File: config.mk
export PLATFORM = sky130hd
export DESIGN_NAME = rr_reg_bank_arbiter
export DESIGN_NICKNAME = d
export VERILOG_FILES = /design/src/rtl/rr_reg_bank_arbiter.sv
export SDC_FILE = /design/constraint.sdc
export NUM_CORES = 1
export LEC_CHECK = 0
export ABC_AREA = 1
export BUFFER_PORTS_ARGS = -buffer_cell sky130_fd_sc_hd__buf_2
export CAP_MARGIN = 25
export CORE_MARGIN = 2
export CORE_UTILIZATION = 55
export CTS_CLUSTER_DIAMETER = 30
export CTS_CLUSTER_SIZE = 30
export DETAILED_ROUTE_END_ITERATION = 8
export GPL_ROUTABILITY_DRIVEN = 1
export HOLD_SLACK_MARGIN = 0.05
export MAX_ROUTING_LAYER = met4
export PLACE_DENSITY_LB_ADDON = 0.1
export SYNTH_ARGS = -nofsm -noshare
export SYNTH_HDL_FRONTEND = slang
export SYNTH_SLANG_ARGS = --single-unit
File: constraint.sdc
create_clock -name clk -period 2.35 [get_ports clk]
set_input_delay 0.1175 -clock clk [delete_from_list [all_inputs] [get_ports clk]]
set_output_delay 0.1175 -clock clk [all_outputs]
set_load 0.1 [all_outputs]
File: src/rtl/rr_reg_bank_arbiter.sv
// Round-robin arbiter that gives NREQ requesters serialised single-access
// use of a small DFF register bank (one read or write per grant).
module rr_reg_bank_arbiter #(
  parameter int NREQ = 4,
  parameter int DW   = 8,
  parameter int AW   = 2
) (
  input  logic                 clk,
  input  logic                 rst,
  input  logic [NREQ-1:0]      req,
  input  logic [NREQ-1:0]      we,
  input  logic [NREQ*AW-1:0]   addr,
  input  logic [NREQ*DW-1:0]   wdata,
  output logic [NREQ-1:0]      gnt,
  output logic [DW-1:0]        rdata,
  output logic                 rvalid,
  output logic                 busy
);

  localparam int unsigned NR    = NREQ;
  localparam int unsigned PW    = (NREQ > 1) ? $clog2(NREQ) : 1;
  localparam int unsigned DEPTH = 1 << AW;

  typedef enum logic {IDLE, ACCESS} state_t;

  state_t        state, state_nxt;
  logic [PW-1:0] ptr;
  logic [PW-1:0] win;
  logic [PW-1:0] sel;
  logic          any_req;
  logic          we_w;
  logic [AW-1:0] addr_w;
  logic [DW-1:0] wdata_w;
  logic [DW-1:0] bank [DEPTH];

  assign any_req = |req;

  // Winner search: first requester at or after ptr, wrapping around.
  always_comb begin
    logic          found;
    logic [PW-1:0] cand;
    found = 1'b0;
    cand  = '0;
    sel   = '0;
    for (int unsigned k = 0; k < NR; k++) begin
      cand = PW'((32'(ptr) + k) % NR);
      if (!found && req[cand]) begin
        found = 1'b1;
        sel   = cand;
      end
    end
  end

  // Winner's access fields, picked live so they are sampled at the ACCESS edge.
  always_comb begin
    we_w    = 1'b0;
    addr_w  = '0;
    wdata_w = '0;
    for (int unsigned i = 0; i < NR; i++) begin
      if (win == PW'(i)) begin
        we_w    = we[i];
        addr_w  = addr[i*AW +: AW];
        wdata_w = wdata[i*DW +: DW];
      end
    end
  end

  // State register.
  always_ff @(posedge clk or posedge rst) begin
    if (rst) state <= IDLE;
    else     state <= state_nxt;
  end

  // Next-state: one cycle in ACCESS per grant, then a mandatory IDLE cycle.
  always_comb begin
    state_nxt = state;
    case (state)
      IDLE:    if (any_req) state_nxt = ACCESS;
      ACCESS:  state_nxt = IDLE;
      default: state_nxt = IDLE;
    endcase
  end

  // State-derived outputs.
  always_comb begin
    busy = (state == ACCESS);
  end

  // Grant, winner latch, round-robin pointer and read-return registers.
  always_ff @(posedge clk or posedge rst) begin
    if (rst) begin
      gnt    <= '0;
      win    <= '0;
      ptr    <= '0;
      rdata  <= '0;
      rvalid <= 1'b0;
    end else begin
      case (state)
        IDLE: begin
          rvalid <= 1'b0;
          if (any_req) begin
            gnt <= {{(NREQ-1){1'b0}}, 1'b1} << sel;
            win <= sel;
          end
        end
        ACCESS: begin
          gnt <= '0;
          ptr <= (win == PW'(NR - 1)) ? '0 : win + 1'b1;
          if (we_w) begin
            rvalid <= 1'b0;
          end else begin
            rdata  <= bank[addr_w];
            rvalid <= 1'b1;
          end
        end
        default: begin
          gnt    <= '0;
          rvalid <= 1'b0;
        end
      endcase
    end
  end

  // Register bank: only the granted requester's write lands, at the ACCESS edge.
  always_ff @(posedge clk or posedge rst) begin
    if (rst) begin
      for (int unsigned j = 0; j < DEPTH; j++) bank[j] <= '0;
    end else if (state == ACCESS && we_w) begin
      bank[addr_w] <= wdata_w;
    end
  end

endmodule

# Word level (Yosys, flattened, before mapping)
# Index checks and enable logic that the tools add are counted.
# word_totals
ff_bits,50
input_bits,50
output_inout_bits,14
word_cells,80
# op_classes
add_sub_neg,4
n_lt_le_gt_ge,6
n_eq_ne,4
shifts,1
n_mux,40
bitwise,3
n_reduce_logical,12
# op_table
operator,n
8-bit 2-to-1 mux,7
32-bit bitwise mux,1
2-bit 2-to-1 mux,9
8-bit binary-select mux with 2-bit select,1
8-bit demux with 2-bit select,1
1-bit 2-to-1 mux,13
2-bit by 3-bit < comparator with 1-bit output (second input constant),4
1-bit binary-select mux with 2-bit select,4
4-bit case mux with 2 select lines,1
1-bit logical AND,5
2-bit by 1-bit adder with 2-bit output (second input constant),2
2-bit adder (second input constant),2
2-bit == test (second input constant),2
4-bit 2-to-1 mux,1
1-bit case mux with 2 select lines,2
2-bit AND reduction,2
4-bit OR reduction,1
1-bit by 2-bit << shifter with 4-bit output (first input constant),1
3-bit greater-or-equal comparator (second input constant),1
1-bit logical NOT,3
3-bit by 1-bit < comparator with 1-bit output (second input constant),1
2-bit NOT with 3-bit output,1
2-bit by 1-bit == test with 1-bit output (second input constant),1
2-bit logical NOT,1
other kinds (2),3

# Longest topological paths before layout
# Gate-level depths: netlist (run 1).
# logic_depth
depth_word,15
depth_mapped,15
ltp_nobuf,13

# Least setup slack after synthesis (run 1)
# Ideal clock, no wire load.
# synth_path
path_kind,reg2reg
from,register state (netlist: busy)
to,register rdata[0]
setup_time_ns,0.120
arrival_ns,1.817
t_required_ns,2.230
slack_ns,0.413
stages_incl_launch_ff,6
path_buffers,0
synth_period_minus_slack_ns,1.937
path_cell_list,dfrtp_1 inv_1 a21oi_4 inv_1 nand2_1 nand2_1
# synth_between
elab_chain_len,1
# synth_lines
item,line,source
from (decl),26,"state_t state, state_nxt;"
from (signal assigned),71,else state <= state_nxt;
2-bit AND reduction (no source line),-,
to (signal assigned),112,rdata <= bank[addr_w];
to (decl),15,"output logic [DW-1:0] rdata,"
# Every way passes these cells.
# A chain may end at the register's enable or synchronous reset.

# Worst setup path in the final report (run 1)
# layout_path
from,register win[1]
to,register bank[25] (netlist bit)
# layout_between
elab_chain_len,11
elab_cells_between_ends,24
classes_between,order compare: 2; eq/ne: 3; mux: 15; bitwise: 1; reduce/logical: 3
# layout_lines
item,line,source
from (decl),28,logic [PW-1:0] win;
from (signal assigned),103,win <= sel;
2-bit logical NOT,60,if (win == PW'(i)) begin
2-bit 2-to-1 mux (4 in a row),60,
2-bit NOT with 3-bit output (implied by the code),129,bank[addr_w] <= wdata_w;
3-bit greater-or-equal comparator (implied by the code) or 3-bit by 1-bit < comparator with 1-bit output (tied branches),129,
1-bit logical AND (implied by the code),129,
8-bit 2-to-1 mux (implied by the code),129,
8-bit demux with 2-bit select,129,
32-bit bitwise mux,129,
"to (signal, indexed assignment)",129,
to (decl),34,logic [DW-1:0] bank [DEPTH];
# Several ways; a longest one is shown, not always the timed one.

==> results of run 1 <==
worst paths after layout:
check                           startpoint  endpoint  slack, ps  cells after the start
worst max-delay path                win[1]  bank[25]        190                     12
worst min-delay path                req[3]    gnt[1]        230                      6
worst max register to register      win[1]  bank[25]        190                     12
worst min register to register    bank[27]  bank[27]        480                      2
max in group asynchronous              rst  bank[27]       1440                      4
min in group asynchronous              rst    gnt[3]        290                      3
final cells by class:
class / instances / area [µm²]
Multi-Input combinational cell: 353 / 1650
Clock buffer: 5 / 68.8
Timing Repair Buffer: 74 / 400
Clock inverter: 3 / 48.8
Sequential cell: 50 / 1250
Inverter: 27 / 109
Fill cell: 508 / 1820
Tap cell: 72 / 90.1
worst min-delay path: stages:
cell     delay, ps
buf_2           90
nor4_1          70
nand2_1         80
inv_1           70
nand2_1         50
nand2_1         40
synthesized netlist by cell type (all sizes together):
cell type  instances
o21bai             1
nand2            264
or2                3
inv               27
nor4               1
o21a               1
ha                 4
a31oi              2
nor2              17
clkbuf             1
a21boi             1
buf               10
dfrtp             50
a21oi             17
o31ai              1
o211ai             6
nand3             22
o21ai             13
where the power goes:
part           internal (µW)  total [µW]  switching, µW
logic                   1060        3770           2710
clock network            325         645            321
registers               1210        1430            222
total                   2590        5850           3250
registers in the layout (all words and copies together) (netlist names):
signal and count:
rdata 8, busy 1, gnt 4, rvalid 1, win 2, bank 32, ptr 2
cell usage in the layout, fill, tap and decap left out, types with 3 or more instances in the layout:
master	instances
inv_1	18
o21ai_0	9
nand2_2	3
o211ai_1	6
inv_2	6
nor2_1	11
buf_2	63
dfrtp_1	50
a21oi_1	15
buf_4	10
or2_1	3
inv_4	3
nand2_1	258
o21ai_1	3
nor2_4	3
nand3_1	20
clkbuf_8	5
stage by stage:
stage	hold slack, ps	total power (µW)	worst slack [ps]	instances	utilization [%]
floorplan	396	4370	413	441	-
global placement	93.1	5100	132	575	63.8
detailed placement	92.7	5160	89.7	575	63.8
CTS	224	5820	67.1	584	66.2
global route	258	6340	23.1	584	66.5
finish	228	5850	190	584	66.5
routing by layer:
metal  track usage (%)  vias to the layer above
met5                 -                        -
met4              8.77                        0
met3              5.29                       15
met2              47.4                       56
met1              34.8                     1351
li1                  -                     1513
kinds of logic after synthesis:
group / count (synthesis)
DFF: 50
buffers and inverters: 38
and+or+nand+nor: 307
adders and majority gates: 4
AOI/OAI and AO/OA: 42
repair_timing:
action                                  CTS  global route
hold endpoints to repair                 13             0
gates resized for setup                   0             5
hold buffers                              1             0
endpoints found under the setup margin    0            40
==> reports/qor.txt, run 1 <==
Status = complete, no violations
Post-Syn Area = 3070 µm²
Worst-path fanout max = 19
Yosys cell types = 35
CTS Sinks = 50
Worst-case vdd ir drop = 0.000849 V
Clk_skew = 12.4 ps
Worst hold path type = in2reg
Vias per cell = 5.03
Period utilisation layout = 91.9%
Period minus WS final = 2160 ps
Mux share of post-synthesis cell area = 0%
Root buffer cell = clkbuf_8
Diode count = 0
CP bufs+invs = 3
Initial antenna violation count = 0
Worst endpoint data arrival time = 2360 ps
Max Cap Violations = 0
Synth Area in XOR/XNOR = 0%
Max Slew Vio Count = 0
Router iterations before antenna repair = 4
Synth Instances = 441
Yosys warning count = 0
Hold Vio Cnt, Final = 0
Slew @ Worst Pin = 588 ps
Sequential share of the synthesized area = 40.8%
Max incr delay on CP = 420 ps
Die Y = 78.7 µm
Synth top area share = 40.8%
Final Wtd Congestion = 0.901
Top cells by area, synth = dfrtp_1 41%, nand2_1 32%, nand3_1 3.3%
CTS clk-pin slew, worst paths = 110 ps
Met1 Wirelength = 3370 µm
Unrepaired setup endpoints after global routing = no
Average size of a mapped cell = 6.95 µm²
Flops & latches, synth = 50
Adder-cell share of the synthesized area = 1.63%
NumNets Final = 565
Postcts setup bufs = 0
Worst endpoint required time = 2550 ps
H-Tree Depth = 2
Post-route cell area = 3620 µm²
First-pass GRT wire length = 13200 µm
Setup-failing EPs final = 0
Placed Instance Area = 3470 µm²
Synth Area in Compound Gates = 9.18%
Met2 wire len = 3950 µm
Gr ovfl total = 0
Detail Placement HPWL = 5890 µm
CP max stage cell = dfrtp_1
Largest family of logic cells by synthesized area = simple AND/OR/NAND/NOR gates
Synthesized Nets = 495
Top Metal Used = met4
PD cells = 1620 nW/µm²
# DRC = 0
Metal3 WL = 320 µm
Clock Path Buffers = 2
Slew headroom = 60.4%
Vias in the first global route = 2890
Full die area = 6190 µm²
Post-synth top area cell = dfrtp_1
Via count = 2935
Number of DRC markers in iteration 0 = 139
Largest net degree at the start of global routing = 22
Max Freq = 463 MHz
Core box area = 5440 µm²
Post-route ant nets = 0
Layout cells sized above 1 = 21.7%
Routed wire length = 7800 µm
WL/cell = 13.4 µm
Initial core utilization = 56.4%
Largest delay contributor family on the critical path = simple AND/OR/NAND/NOR gates
Io pins = 64
CP Class = reg2reg
Port buffer count = 63
Gr usage total = 28.3%
Setup TNS Final = 0 ps
LEAKAGE = 0.00211 µW
# rows = 27
Setup crit end kind = flop
Area grow syn2layout = 18.0%
CTS tree = yes
CTS Buf Count = 5
Die Wd = 78.7 µm
Worst path cell trace = inv_1 -> ha_2 -> inv_4 -> or2_1 -> nand3_2 -> nand2_4 -> nand2_8 -> nand2_4 -> nor2_8 -> inv_2 -> nand2_1 -> nand2_1
Crit start category = flop
Synth Area in Simple Gates = 42.5%
Clk_lat worst skew = 320 ps
(Power assumes the default switching activity.)
==> inputs of run 2 (changes only) <==
--- a/config.mk
+++ b/config.mk
@@ -17,6 +17,7 @@
 export HOLD_SLACK_MARGIN = 0.05
 export MAX_ROUTING_LAYER = met4
 export PLACE_DENSITY_LB_ADDON = 0.1
+export SETUP_SLACK_MARGIN = 0.2
 export SYNTH_ARGS = -nofsm -noshare
 export SYNTH_HDL_FRONTEND = slang
 export SYNTH_SLANG_ARGS = --single-unit
==> run 2 against run 1 <==
Sequential cell count stayed put. Highest routed layer unchanged. Via count increased by 2.4%. Critical path type unchanged. Non-clock buffer count rose by 7. Largest power group unchanged. Combinational power up 8.5%. Largest cell class unchanged. Hold slack is essentially flat.
==> reports/qor.txt, run 2 (same netlist as run 1, synthesis figures left out) <==
Clock Path Buffers = 2 (unchanged)
Hold Vio Cnt, Final = 0 (unchanged)
Core box area = 5440 µm² (unchanged)
Unrepaired setup endpoints after global routing = yes
LEAKAGE = 0.00216 µW (+2.5%)
Largest regs = bank x32, rdata x8, gnt x4
Clk_skew = 11.9 ps (-0.487 ps)
CTS clk-pin slew, worst paths = 110 ps (about the same)
# DRC = 0 (unchanged)
Detail Placement HPWL = 5890 µm (unchanged)
Period utilisation layout = 88.8% (-3.2 points)
# rows = 27 (unchanged)
Largest net degree at the start of global routing = 22 (unchanged)
Routed wire length = 7970 µm (+2.2%)
Number of DRC markers in iteration 0 = 143 (+2.9%)
R2R Setup Slk = 260 ps (+70 ps)
CP Class = reg2reg
Vias in the first global route = 2916 (+0.90%)
CTS tree = yes
Via count = 3004 (+2.4%)
Max incr delay on CP = 480 ps (+60 ps)
Period minus WS final = 2090 ps (-74.0 ps)
CTS Sinks = 50 (unchanged)
NumNets Final = 572 (+1.2%)
Placed Instance Area = 3470 µm² (unchanged)
Die Y = 78.7 µm (unchanged)
Max reg flops = 32 (unchanged)
Slew headroom = 61.4% (+0.95 points)
Area grow syn2layout = 22.6%
Cell mode on critical path = nand2_1
Initial antenna violation count = 0 (unchanged)
Post-route cell area = 3760 µm² (+3.9%)
Worst path cell trace = ha_4 -> inv_4 -> nor2_1 -> o31ai_4 -> nand3_4 -> nor2_8 -> inv_2 -> nand2_1 -> nand2_1
Setup TNS Final = 0 ps (unchanged)
Io pins = 64 (unchanged)
Port buffer count = 63 (unchanged)
H-Tree Depth = 2 (unchanged)
Most frequent cells in the layout = 258 x nand2_1, 63 x buf_2, 48 x dfrtp_1
End-of-flow core utilization = 69.1% (+2.6 points)
Setup-failing EPs final = 0 (unchanged)
Worst endpoint data arrival time = 2290 ps (-70 ps)
Status = complete, no violations
Clk_lat worst skew = 320 ps (about the same)
Max Slew Vio Count = 0 (unchanged)
First-pass GRT wire length = 13300 µm (+0.31%)
Initial core utilization = 56.4% (unchanged)
Max Cap Violations = 0 (unchanged)
CP max stage cell = dfrtp_2
Gr ovfl total = 0 (unchanged)
Worst endpoint required time = 2550 ps (about the same)
Setup crit end kind = flop
Root buffer cell = clkbuf_8
Final Wtd Congestion = 0.901 (unchanged)
Crit start category = flop
Router iterations before antenna repair = 4 (unchanged)
Worst-path fanout max = 19 (unchanged)
Vias per cell = 5.08 (+1.1%)
Full die area = 6190 µm² (unchanged)
Worst hold path type = in2reg
Diode count = 0 (unchanged)
Die Wd = 78.7 µm (unchanged)
CTS Buf Count = 5 (unchanged)
Gr usage total = 28.3% (+0.076 points)
Worst-case vdd ir drop = 0.000908 V (+7.0%)
Largest register by flop count = bank
Max Freq = 479 MHz (+3.5%)
Slew @ Worst Pin = 574 ps (-14.1 ps)
Post-route ant nets = 0 (unchanged)
Most common cell after layout, fill and taps aside = nand2_1
Layout cells sized above 1 = 23.9% (+2.2 points)
PD cells = 1650 nW/µm² (+1.7%)
WL/cell = 13.5 µm (+0.98%)
[run 2: per-stage QoR]
step / hold WS, ps / worst slack, ps / cells / total power [µW]
final: 228 / 264 / 591 / 6180
after global routing: 261 / 175 / 591 / 6660
after CTS: 224 / 209 / 587 / 5980
after detailed placement: 92.7 / 89.7 / 575 / 5160
after global placement: 93.1 / 132 / 575 / 5100
after floorplan: 396 / 413 / 441 / 4370
[run 2: critical path, delay by kind of cell, from the launching register on]
family	cells	cell delay (ps)
flip-flops	1	480
AO/OA/AOI/OAI	1	340
buffers and inverters	2	250
AND/OR/NAND/NOR	5	690
adder cells (fa/ha/maj)	1	200
[run 2: cell type report]
class / count / area [µm²]
clock buffers: 5 / 68.8
multi-input cells: 353 / 1710
inverters: 27 / 114
flip-flops and latches: 50 / 1250
well taps: 72 / 90.1
clock inverters: 3 / 48.8
repair buffers: 81 / 473
fillers: 476 / 1680
[run 2: timing repair]
item	in CTS	in global routing
cloned	0	0
pin swaps	1	5
setup buffers	3	4
gates resized for setup	5	17
endpoints found under the setup margin	40	40
endpoints found under the hold margin	13	0
hold buffers	1	0
[run 2: routing by layer]
metal  vias up  track usage (%)  wire length, µm
met3        17             5.40              326
met1      1384             34.3             3420
met4         0             10.0              211
met5         -                -                0
li1       1532                -                -
met2        71             47.4             4020
[run 2: path summary, 6_finish.rpt]
path	startpoint	end	depth (start not counted)
worst max-delay path	win[0]	bank[25]	9
worst min-delay path	req[3]	gnt[1]	6
worst max register to register	win[0]	bank[25]	9
worst min register to register	bank[27]	bank[27]	2
max in group asynchronous	rst	bank[27]	4
min in group asynchronous	rst	gnt[3]	3
[run 2: power by group]
part           internal [µW]  total (µW)  switching, µW
logic                   1260        4090           2820
registers               1210        1450            239
clock network            325         642            318
total                   2800        6180           3380
==> inputs of run 3 (changes only) <==
--- a/config.mk
+++ b/config.mk
@@ -8,15 +8,17 @@
 export ABC_AREA = 1
 export BUFFER_PORTS_ARGS = -buffer_cell sky130_fd_sc_hd__buf_2
 export CAP_MARGIN = 25
+export CORE_ASPECT_RATIO = 0.7
 export CORE_MARGIN = 2
 export CORE_UTILIZATION = 55
 export CTS_CLUSTER_DIAMETER = 30
 export CTS_CLUSTER_SIZE = 30
 export DETAILED_ROUTE_END_ITERATION = 8
-export GPL_ROUTABILITY_DRIVEN = 1
+export GPL_ROUTABILITY_DRIVEN = 0
 export HOLD_SLACK_MARGIN = 0.05
 export MAX_ROUTING_LAYER = met4
 export PLACE_DENSITY_LB_ADDON = 0.1
+export RECOVER_POWER = 25
 export SETUP_SLACK_MARGIN = 0.2
 export SYNTH_ARGS = -nofsm -noshare
 export SYNTH_HDL_FRONTEND = slang
==> run 3 against run 2 <==
Non-clock buffer count decreased by 1. Count of clock-buffer cells in the layout grew 1. Global-route usage down 0.24 points. First-iteration DRC count rose by 97%. Worst setup slack improved by 16 ps.
==> reports/qor.txt, run 3 (same netlist as run 1, synthesis figures left out) <==
Setup crit end kind = flop
Worst-case vdd ir drop = 0.000943 V (+3.9%)
Max Cap Violations = 0 (unchanged)
Top Metal Used = met4
Post-Layout Cell Count = 591 (unchanged)
CTS tree = yes
Clk_lat worst skew = 310 ps (about the same)
Initial core utilization = 57.7% (+1.3 points)
Area grow syn2layout = 21.7%
Total power = 6110 µW (-1.2%)
CP Class = reg2reg
Clk_skew = 9.51 ps (-2.43 ps)
Gr ovfl total = 0 (unchanged)
Status = complete, no violations
Reg2Reg Capture Point = bank[0]
Die Wd = 93.2 µm (+19%)
Largest register by flop count = bank
Vias in the first global route = 2762 (-5.3%)
H-Tree Depth = 2 (unchanged)
R2R Setup Slk = 280 ps (+20 ps)
Most common cell after layout, fill and taps aside = nand2_1
Largest net degree at the start of global routing = 34 (+55%)
Setup-failing EPs final = 0 (unchanged)
Initial antenna violation count = 0 (unchanged)
Worst endpoint required time = 2560 ps (about the same)
Vias per cell = 5.28 (+3.8%)
FF+latch area = 1250 µm² (about the same)
Via count = 3118 (+3.8%)
Die Y = 66.5 µm (-16%)
Hold Vio Cnt, Final = 0 (unchanged)
Io pins = 64 (unchanged)
Setup TNS Final = 0 ps (unchanged)
Max reg flops = 32 (unchanged)
Hold path endpoint = gnt[3]
Router iterations before antenna repair = 5 (+1)
LEAKAGE = 0.00214 µW (-0.89%)
CTS clk-pin slew, worst paths = 90 ps (-20 ps)
NumNets Final = 572 (unchanged)
Hold Slack = 217 ps (-10.8 ps)
CTS Sinks = 50 (unchanged)
Core box area = 5310 µm² (-2.3%)
Met2 wire len = 3480 µm (-13%)
Hold path depth = 6 (unchanged)
Largest regs = bank x32, rdata x8, gnt x4
Port buffer count = 63 (unchanged)
Max Slew Vio Count = 0 (unchanged)
Hold path start = req[3]
Routed wire length = 8210 µm (+3.0%)
Metal3 WL = 705 µm (+120%)
Multi-input logic area = 1730 µm² (+1.0%)
Post-route ant nets = 0 (unchanged)
Layout cells sized above 1 = 23.7% (-0.19 points)
Slew @ Worst Pin = 1250 ps (+677 ps)
Max Freq = 483 MHz (+0.79%)
Number of DRC markers in iteration 0 = 282 (+97%)
CTS Buf Count = 5 (unchanged)
Period minus WS final = 2070 ps (-16.4 ps)
Full die area = 6200 µm² (+0.15%)
Diode count = 0 (unchanged)
Gr usage total = 28.1% (-0.24 points)
Met1 Wirelength = 3950 µm (+15%)
WL/cell = 13.9 µm (+3.0%)
# rows = 22 (-19%)
Worst hold path type = in2reg
Critical R2R Launch = win[0]
Unrepaired setup endpoints after global routing = no
# DRC = 0 (unchanged)
Pre-CTS setup slack = 149 ps (+58.9 ps)
PD cells = 1640 nW/µm² (-0.47%)
Period utilisation layout = 88.1% (-0.70 points)
Root buffer cell = clkbuf_8
Placed insts = 574 (-0.17%)
Detail Placement HPWL = 5990 µm (+1.7%)
Most frequent cells in the layout = 257 x nand2_1, 63 x buf_2, 49 x dfrtp_1
First-pass GRT wire length = 13100 µm (-1.2%)
Fill cells = 462 (-2.9%)
PnR worst setup slack = 281 ps (+16.4 ps)
Worst-path fanout max = 8 (-11)
Worst endpoint data arrival time = 2280 ps (about the same)
Crit start category = flop
Clock Path Buffers = 2 (unchanged)
Reg2Reg Depth = 9 (unchanged)
Slew headroom = 16.5% (-45 points)
==> run 3: critical path, stage by stage (launching register included) <==
cell and delay [ps]:
dfrtp_2 480, inv_4 100, ha_2 200, a21oi_1 110, o31ai_4 350, nand3_4 260
inv_2 140, nand2_2 140, nand2_1 120, nand2_1 70
==> run 3: worst max path at each step <==
stage / startpoint / endpoint / slack [ps] / cells after the start
after floorplan: busy / rdata[0] / 410 / 5
after global placement: win[0] / bank[28] / 230 / 9
after detailed placement: win[1] / bank[31] / 150 / 10
after CTS: win[1] / bank[31] / 240 / 12
after global routing: win[0] / bank[3] / 170 / 13
final: win[0] / bank[0] / 280 / 9
==> run 3: timing repair <==
action	in CTS	in global routing
pin swaps	1	8
cloned	0	1
resized for setup	3	18
hold endpoints to repair	31	0
setup buffers	0	7
hold buffers	1	0
setup endpoints to repair	36	40
==> run 3: cell type report <==
| type | count | area share [%] |
|---|---|---|
| clock buffers | 6 | 1.95 |
| multi-input cells | 354 | 46.3 |
| flip-flops and latches | 50 | 33.6 |
| inverters | 27 | 2.92 |
| clock inverters | 2 | 0.369 |
| well taps | 72 | 2.41 |
| repair buffers | 80 | 12.5 |
==> run 3: report_power, final <==
group | internal (µW) | switching [µW] | total [µW]
Combinational | 1250 | 2900 | 4150
Clock | 211 | 294 | 504
Sequential | 1210 | 242 | 1460
Total | 2680 | 3430 | 6110
==> run 3: metrics by stage <==
step           area, µm²  utilization (%)
6_report            3730             70.2
4_1_cts             3570             67.1
5_1_grt             3730             70.2
2_1_floorplan       3070                -
3_5_place_dp        3460             65.2
3_3_place_gp        3460             65.2
==> run 3: metal layers <==
metal	vias to the layer above	track usage, %
met2	141	40.1
met5	-	-
met1	1432	41.5
met3	11	5.43
met4	0	6.43
li1	1534	-
